File: config.mk
export PLATFORM = sky130hd
export DESIGN_NAME = sonar_scheduler
export DESIGN_NICKNAME = d
export VERILOG_FILES = /design/src/rtl/sonar_scheduler.sv
export SDC_FILE = /design/constraint.sdc
export NUM_CORES = 1
export LEC_CHECK = 0
export ABC_AREA = 1
export CAP_MARGIN = 20
export CELL_PAD_IN_SITES_DETAIL_PLACEMENT = 2
export CELL_PAD_IN_SITES_GLOBAL_PLACEMENT = 2
export CORE_ASPECT_RATIO = 1.5
export CORE_MARGIN = 2
export CORE_UTILIZATION = 33
export CTS_CLUSTER_DIAMETER = 100
export DETAILED_ROUTE_END_ITERATION = 10
export PLACE_DENSITY_LB_ADDON = 0.1
export SLEW_MARGIN = 25
export SYNTH_ARGS = -nofsm -noshare
export SYNTH_HDL_FRONTEND = slang
export SYNTH_SLANG_ARGS = --single-unit
File: constraint.sdc
create_clock -name theClock -period 2.47 [get_ports theClock]
set_input_delay 0.741 -clock theClock [delete_from_list [all_inputs] [get_ports theClock]]
set_output_delay 0.741 -clock theClock [all_outputs]
set_load 0.02 [all_outputs]
File: src/rtl/sonar_scheduler.sv
// sonar_scheduler: round-robin trigger and echo timing for three ultrasonic sonar pairs.
// Only one pair fires at a time. Each pair's two echoes are timed independently, and the
// results are published as 8-bit distances on sonar12 / sonar34 / sonar56.
// Optional build macro SONAR_HOLD_ON_TIMEOUT_EN: a timed-out sonar keeps its previous distance
// instead of storing 8'hFF.
module sonar_scheduler #(
    parameter int unsigned TICK_DIV      = 2900,
    parameter int unsigned TRIG_CYCLES   = 500,
    parameter int unsigned TIMEOUT_TICKS = 300,
    parameter int unsigned GAP_TICKS     = 170
) (
    input  logic        theClock,
    input  logic        theReset,
    input  logic        enable,
    input  logic [5:0]  echo,
    output logic [5:0]  trig,
    output logic [15:0] sonar12,
    output logic [15:0] sonar34,
    output logic [15:0] sonar56,
    output logic        sonar_valid,
    output logic [1:0]  pair_idx,
    output logic        busy
);

    localparam int unsigned DIV_W  = (TICK_DIV > 1) ? $clog2(TICK_DIV) : 1;
    localparam int unsigned TRIG_W = (TRIG_CYCLES > 1) ? $clog2(TRIG_CYCLES) : 1;
    localparam int unsigned TICK_W = 10;

    localparam logic [DIV_W-1:0]  DIV_LAST  = DIV_W'(TICK_DIV - 1);
    localparam logic [TRIG_W-1:0] TRIG_LAST = TRIG_W'(TRIG_CYCLES - 1);
    localparam logic [TICK_W-1:0] TMO_LAST  = TICK_W'(TIMEOUT_TICKS - 1);
    localparam logic [TICK_W-1:0] GAP_LAST  = TICK_W'(GAP_TICKS - 1);

    // The rising-edge cycle is itself one high cycle, so it is counted immediately.
    localparam logic [DIV_W-1:0] PRESC_START = (TICK_DIV > 1) ? DIV_W'(1) : DIV_W'(0);
    localparam logic [7:0]       CNT_START   = (TICK_DIV > 1) ? 8'd0 : 8'd1;

    typedef enum logic [2:0] {
        S_Idle   = 3'd0,
        S_Trig   = 3'd1,
        S_Listen = 3'd2,
        S_Store  = 3'd3,
        S_Gap    = 3'd4
    } state_t;

    typedef enum logic [1:0] {
        SS_WAIT = 2'd0,
        SS_MEAS = 2'd1,
        SS_DONE = 2'd2
    } sonar_st_t;

    // Echo synchroniser
    logic [5:0]        r_echo_s1;
    logic [5:0]        r_echo_s2;

    // Scheduler FSM and shared counters
    state_t            r_state;
    state_t            w_state_nxt;
    logic [TRIG_W-1:0] r_trig_cnt;
    logic [DIV_W-1:0]  r_tick_presc;
    logic [TICK_W-1:0] r_tick_cnt;

    // Per-sonar measurement state for the active pair
    sonar_st_t         r_sst [2];
    sonar_st_t         w_sst_nxt [2];
    logic [DIV_W-1:0]  r_presc [2];
    logic [DIV_W-1:0]  w_presc_nxt [2];
    logic [7:0]        r_cnt [2];
    logic [7:0]        w_cnt_nxt [2];
    logic [1:0]        r_tmo;
    logic [1:0]        w_tmo_nxt;
    logic [1:0]        w_done_nxt;

    // Registered outputs
    logic [5:0]        r_trig;
    logic [15:0]       r_sonar12;
    logic [15:0]       r_sonar34;
    logic [15:0]       r_sonar56;
    logic              r_valid;
    logic [1:0]        r_pair_idx;
    logic              r_busy;

    // Control and datapath wires
    logic [1:0]        w_echo_pair;
    logic              w_tick;
    logic              w_timeout;
    logic              w_gap_end;
    logic              w_trig_end;
    logic              w_clr_sonar;
    logic              w_clr_tick;
    logic [1:0]        w_pair_nxt;
    logic [5:0]        w_trig_nxt;
    logic              w_valid_nxt;
    logic              w_busy_nxt;
    logic [1:0][7:0]   w_store_word;
`ifdef SONAR_HOLD_ON_TIMEOUT_EN
    logic [1:0][7:0]   w_prev_word;
`endif

    assign w_tick      = (r_tick_presc == DIV_LAST);
    assign w_timeout   = (r_state == S_Listen) && w_tick && (r_tick_cnt == TMO_LAST);
    assign w_gap_end   = w_tick && (r_tick_cnt == GAP_LAST);
    assign w_trig_end  = (r_trig_cnt == TRIG_LAST);
    assign w_clr_sonar = (r_state == S_Trig) && w_trig_end;
    assign w_clr_tick  = w_clr_sonar || (r_state == S_Store);

    // Double-flop synchroniser for the asynchronous echo inputs
    always_ff @(posedge theClock) begin
        if (theReset) begin
            r_echo_s1 <= '0;
            r_echo_s2 <= '0;
        end else begin
            r_echo_s1 <= echo;
            r_echo_s2 <= r_echo_s1;
        end
    end

    // Select the synchronised echoes of the pair being scheduled
    always_comb begin
        w_echo_pair = r_echo_s2[1:0];
        case (r_pair_idx)
            2'd1:    w_echo_pair = r_echo_s2[3:2];
            2'd2:    w_echo_pair = r_echo_s2[5:4];
            default: w_echo_pair = r_echo_s2[1:0];
        endcase
    end

    // FSM state register
    always_ff @(posedge theClock) begin
        if (theReset) begin
            r_state <= S_Idle;
        end else begin
            r_state <= w_state_nxt;
        end
    end

    // FSM next-state logic
    always_comb begin
        w_state_nxt = r_state;
        case (r_state)
            S_Idle:   if (enable) w_state_nxt = S_Trig;
            S_Trig:   if (w_trig_end) w_state_nxt = S_Listen;
            S_Listen: if (&w_done_nxt) w_state_nxt = S_Store;
            S_Store:  w_state_nxt = S_Gap;
            S_Gap:    if (w_gap_end) w_state_nxt = enable ? S_Trig : S_Idle;
            default:  w_state_nxt = S_Idle;
        endcase
    end

    // FSM output decode; values are registered on the edge that enters the next state
    always_comb begin
        w_pair_nxt  = r_pair_idx;
        w_trig_nxt  = '0;
        w_valid_nxt = (r_state == S_Store);
        w_busy_nxt  = (w_state_nxt != S_Idle);
        if ((r_state == S_Gap) && w_gap_end) begin
            w_pair_nxt = (r_pair_idx == 2'd2) ? 2'd0 : r_pair_idx + 2'd1;
        end
        if (w_state_nxt == S_Trig) begin
            case (w_pair_nxt)
                2'd1:    w_trig_nxt = 6'b001100;
                2'd2:    w_trig_nxt = 6'b110000;
                default: w_trig_nxt = 6'b000011;
            endcase
        end
    end

    // Trigger pulse length counter
    always_ff @(posedge theClock) begin
        if (theReset) begin
            r_trig_cnt <= '0;
        end else if ((r_state == S_Trig) && !w_trig_end) begin
            r_trig_cnt <= r_trig_cnt + TRIG_W'(1);
        end else begin
            r_trig_cnt <= '0;
        end
    end

    // Pair tick counter: timeout reference in S_Listen, gap timer in S_Gap
    always_ff @(posedge theClock) begin
        if (theReset) begin
            r_tick_presc <= '0;
            r_tick_cnt   <= '0;
        end else if (w_clr_tick) begin
            r_tick_presc <= '0;
            r_tick_cnt   <= '0;
        end else if ((r_state == S_Listen) || (r_state == S_Gap)) begin
            if (w_tick) begin
                r_tick_presc <= '0;
                r_tick_cnt   <= r_tick_cnt + TICK_W'(1);
            end else begin
                r_tick_presc <= r_tick_presc + DIV_W'(1);
            end
        end
    end

    // Per-sonar wait-rise / measure / done sequencing; a falling echo beats a same-cycle timeout
    always_comb begin
        for (int k = 0; k < 2; k++) begin
            w_sst_nxt[k]   = r_sst[k];
            w_presc_nxt[k] = r_presc[k];
            w_cnt_nxt[k]   = r_cnt[k];
            w_tmo_nxt[k]   = r_tmo[k];
            if (w_clr_sonar) begin
                w_sst_nxt[k]   = SS_WAIT;
                w_presc_nxt[k] = '0;
                w_cnt_nxt[k]   = '0;
                w_tmo_nxt[k]   = 1'b0;
            end else if (r_state == S_Listen) begin
                case (r_sst[k])
                    SS_WAIT: begin
                        if (w_timeout) begin
                            w_sst_nxt[k] = SS_DONE;
                            w_tmo_nxt[k] = 1'b1;
                        end else if (w_echo_pair[k]) begin
                            w_sst_nxt[k]   = SS_MEAS;
                            w_presc_nxt[k] = PRESC_START;
                            w_cnt_nxt[k]   = CNT_START;
                        end
                    end
                    SS_MEAS: begin
                        if (!w_echo_pair[k]) begin
                            w_sst_nxt[k] = SS_DONE;
                        end else if (w_timeout) begin
                            w_sst_nxt[k] = SS_DONE;
                            w_tmo_nxt[k] = 1'b1;
                        end else if (r_presc[k] == DIV_LAST) begin
                            w_presc_nxt[k] = '0;
                            if (r_cnt[k] != 8'hFF) begin
                                w_cnt_nxt[k] = r_cnt[k] + 8'd1;
                            end
                        end else begin
                            w_presc_nxt[k] = r_presc[k] + DIV_W'(1);
                        end
                    end
                    default: ;
                endcase
            end
            w_done_nxt[k] = (w_sst_nxt[k] == SS_DONE);
        end
    end

    // Per-sonar measurement registers
    always_ff @(posedge theClock) begin
        if (theReset) begin
            for (int k = 0; k < 2; k++) begin
                r_sst[k]   <= SS_WAIT;
                r_presc[k] <= '0;
                r_cnt[k]   <= '0;
            end
            r_tmo <= '0;
        end else begin
            for (int k = 0; k < 2; k++) begin
                r_sst[k]   <= w_sst_nxt[k];
                r_presc[k] <= w_presc_nxt[k];
                r_cnt[k]   <= w_cnt_nxt[k];
            end
            r_tmo <= w_tmo_nxt;
        end
    end

    // Result word for the active pair: measured counts, with timed-out sonars substituted
    always_comb begin
`ifdef SONAR_HOLD_ON_TIMEOUT_EN
        case (r_pair_idx)
            2'd1:    w_prev_word = r_sonar34;
            2'd2:    w_prev_word = r_sonar56;
            default: w_prev_word = r_sonar12;
        endcase
`endif
        for (int k = 0; k < 2; k++) begin
            w_store_word[k] = r_cnt[k];
            if (r_tmo[k]) begin
`ifdef SONAR_HOLD_ON_TIMEOUT_EN
                w_store_word[k] = w_prev_word[k];
`else
                w_store_word[k] = 8'hFF;
`endif
            end
        end
    end

    // Output registers; only the active pair's bus is written, in S_Store
    always_ff @(posedge theClock) begin
        if (theReset) begin
            r_trig     <= '0;
            r_sonar12  <= '0;
            r_sonar34  <= '0;
            r_sonar56  <= '0;
            r_valid    <= 1'b0;
            r_pair_idx <= '0;
            r_busy     <= 1'b0;
        end else begin
            r_trig     <= w_trig_nxt;
            r_valid    <= w_valid_nxt;
            r_pair_idx <= w_pair_nxt;
            r_busy     <= w_busy_nxt;
            if (r_state == S_Store) begin
                case (r_pair_idx)
                    2'd0:    r_sonar12 <= w_store_word;
                    2'd1:    r_sonar34 <= w_store_word;
                    2'd2:    r_sonar56 <= w_store_word;
                    default: ;
                endcase
            end
        end
    end

    assign trig        = r_trig;
    assign sonar12     = r_sonar12;
    assign sonar34     = r_sonar34;
    assign sonar56     = r_sonar56;
    assign sonar_valid = r_valid;
    assign pair_idx    = r_pair_idx;
    assign busy        = r_busy;

endmodule

==> flow_metrics.tcl <==
set metrics [dict create \
    outcome "complete, no violations" \
    worstPathMaxFanout 4 \
    timing.hold.worst_endpoint "r_echo_s2[2]" \
    regToRegSetupSlack_ns 0.30 \
    rr_worst_depth 10 \
    setup.worst_path.start_class "flop" \
    final_wtd_congestion 0.802 \
    yosys.cell_types.count 42 \
    timing_max_transition_violations_final 0 \
    cp_slowest_cell "clkdlybuf4s50_1" \
    cts.sink_count 147 \
    worstMarginPinSlew_ns 0.758 \
    arithmetic_cell_share_of_the_synthesized_area_counting_full_adders_half_adders_and_majority_gates_pct 2.77 \
    max_cap_viol_count 0 \
    avgRoutedWirePerCell_um 16.1 \
    antenna_violations_before_repair 0 \
    number_of_clock_buffers_inserted_by_tritoncts 17 \
    initial_core_util_pct 33.5 \
    via_count 6297 \
    layout_worst_path_cycle_share_pct 89.4 \
    groute.layer.met1.usage_pct 22.2 \
    critPathKind "flop to primary output" \
    synthesis.area_sq_um 6780 \
    maximum_clock_insertion_buffer_count 2 \
    slew_headroom_pct 49.5 \
    dpl-instance-area_sq_um 7680 \
    dpl.hpwl_um 14900 \
    postLayoutCellArea_sq_um 8290 \
    timing_hold_violations_final 0 \
    max_stage_delay_ns 0.66 \
    grt_busiest_layer "met2" \
    first_pass_iters 4 \
    detail_route.drc_violations 0 \
    synth_edf_count 0 \
    gr-usage-met3_pct 3.46 \
    asyncSetResetFlopFracSynth_pct 0 \
    grt_max_degree 69 \
    grt_setup_unrepaired "no" \
    setup_viol 0 \
    max-vdd-ir-drop_uv 338 \
    regToRegStartpoint "pair_idx[0]" \
    skew_ns 0.00832 \
    synthesis.nets 951 \
    post_syn_area_per_cell_sq_um 7.31 \
    final_layout_size_suffix_gt1_share_pct 9.97 \
    arrival_time_of_data_at_the_critical_path_endpoint_ns 1.47 \
    filler_cell_count 2382 \
    core_area_sq_um 20300 \
    tritoncts "built" \
    yosys.area.top_type_share_pct 43.4 \
    leakage_nw 3.03 \
    hold-path-cell-count 2 \
    r2r_end "r_presc[0][18]" \
    dominantRegCellSynth "dfxtp_1" \
    worstSkewPairLatency_ns 0.43 \
    path_cells "clkdlybuf4s50_1" \
    crit_family "buffers and inverters" \
    achievable-frequency_mhz 453 \
    dieWidth_um 121 \
    number_of_nets_in_the_finished_design 1015 \
    synth-compound-area-share_pct 11.3 \
    finalCriticalPeriod_ns 2.21 \
    die_h_um 180 \
    grt_first_pass_wirelength_um 35000 \
    post-synth-top-area-cell "dfxtp_1" \
    synthSimpleGateAreaFrac_pct 31.6 \
    cts.reportedPaths.clkPinSlew_ns 0.06 \
    critPathCaptureType "primary output" \
    synth.yosys.warnings 0 \
    clk_root_buffer_cell "clkbuf_16" \
    insertedDiodeCount 0 \
    synth.yosys.seq_area_share_pct 43.4 \
    routed_wl_um 20300 \
    postSynthRegisterBits 147 \
    grt_overflow_total 0 \
    global_route.usage.met2_pct 38.0 \
    post-cts-setup-buffer-count 0 \
    ys_top_cells_by_count "190 x nand2_1, 147 x dfxtp_1, 108 x inv_1" \
    synth_top_family_by_area "simple AND/OR/NAND/NOR gates" \
    postCtsHoldBufs 0 \
    synth-xor-area-share_pct 1.94 \
    totalNegativeSetupSlack_ns 0 \
    drt-vias-per-instance 4.97 \
    min-delay-start "r_echo_s1[2]" \
    vias_in_the_first_global_route 6985 \
    yosys-top-cells-area "dfxtp_1 43%, nand2_1 11%, a21oi_1 7.8%" \
    yosys.cell_count.top_type "nand2_1" \
    power_density_nw_per_um2 624 \
    die_area_sq_um 21700 \
    boundaryPins 67 \
    cp.buffers_inverters 1 \
    synthesis.instances 927 \
    htree_num_levels 4 \
    area_growth_syn_to_layout_pct 22.2 \
    timing.critical_path.required_ns 1.73 \
    first_iter_violations 186 \
    holdCritPathClass "flop to flop" \
    multiplexer_fraction_of_the_synthesized_cell_area_pct 0 \
    grtUsageTotal_pct 20.0 \
    detail-route-antenna-nets 0 \
    place.port_buffers 66 \
    num_rows 64 \
]
==> placed cells by master (no fill, tap or decap), types with 3 or more instances in the layout <==
cell             instances
nor2_2                   6
nor2_4                   4
nand2_4                  4
nor3_2                   5
clkinvlp_4               5
nand4_1                 17
bufinv_16                3
nor3_1                  27
inv_1                  108
o21ai_1                  7
nand3_1                 83
o21ai_0                 21
nand2_1                190
inv_4                    3
nand2_2                  8
a211oi_1                 3
inv_2                    6
buf_4                   10
clkinv_2                 3
nor4_1                   4
a21oi_1                105
xor2_1                  13
nand3_2                  4
clkbuf_16               17
clkdlybuf4s50_1         65
nor2_1                  85
or2_2                   11
ha_1                    15
dfxtp_1                147
==> per-layer routing <==
layer	up-vias	part of all wire [%]
met5	-	0
li1	3121	-
met3	22	1.8
met4	0	1.6
met1	3091	41
met2	63	56
==> timing repair <==
item	4_1_cts	5_1_grt
hold endpoints to repair	0	0
gates resized for setup	0	4
endpoints found under the setup margin	0	4
==> sequential cells by signal (all words and copies together) (netlist names), 6 cells and up <==
name and count:
r_tick_cnt 10, r_echo_s1 6, r_echo_s2 6, sonar34 16, r_cnt 16, sonar12 16
r_presc 24, r_tick_presc 12, sonar56 16, r_trig_cnt 9
==> area by class of cell <==
type	count	area, sq um	share of cell area, %
Tap cell	264	330	3.99
Timing Repair Buffer	76	731	8.82
Clock inverter	13	160	1.93
Inverter	117	447	5.39
Sequential cell	147	2940	35.5
Clock buffer	18	439	5.30
Multi-Input combinational cell	632	3240	39.1
==> worst max-delay path by stage <==
stage / end / slack (ns) / startpoint / cells after the start
global placement: trig[1] / 0.21 / r_tick_presc[0] / 13
CTS: trig[1] / 0.008 / r_tick_presc[0] / 13
detailed placement: trig[1] / 0.09 / r_tick_presc[0] / 13
finish: pair_idx[1] / 0.26 / pair_idx[1] / 1
floorplan: r_presc[0][12] / 0.48 / pair_idx[0] / 10
global route: r_cnt[0][14] / 0.05 / pair_idx[1] / 10
==> cells by family after synthesis <==
kind of cell | after synthesis
and+or+nand+nor | 457
buffers and inverters | 148
DFF | 147
AOI/OAI and AO/OA | 145
xor gates and xnor gates | 15
adders and majority gates | 15
==> per-stage QoR <==
stage               setup WS, ns  hold slack, ns  util [%]  std cells  power (mW)
detailed placement        0.0930           0.398      37.9       1236        2.57
floorplan                  0.484           0.388         -        927        2.51
global placement           0.215           0.398      37.9       1236        2.56
global route              0.0510           0.428      40.9       1267        5.37
CTS                      0.00849           0.412      40.9       1267        5.26
finish                     0.261           0.411      40.9       1267        5.17
==> power by group <==
group / total [mW] / leakage, nW / switching [mW] / internal (mW)
registers: 2.39 / 1.19 / 0.00624 / 2.39
logic: 0.118 / 1.57 / 0.0803 / 0.0379
clock network: 2.66 / 0.280 / 1.05 / 1.61
total: 5.17 / 3.03 / 1.14 / 4.03
==> worst reg2reg max path: cells and delay by family, from the launching register on <==
kind,cells,cell delay [ns]
AND/OR/NAND/NOR,4,0.70
AO/OA/AOI/OAI,3,0.45
flip-flops,1,0.39
adder cells (fa/ha/maj),1,0.34
buffers and inverters,2,0.24
Power figures use the tool's default switching activity.
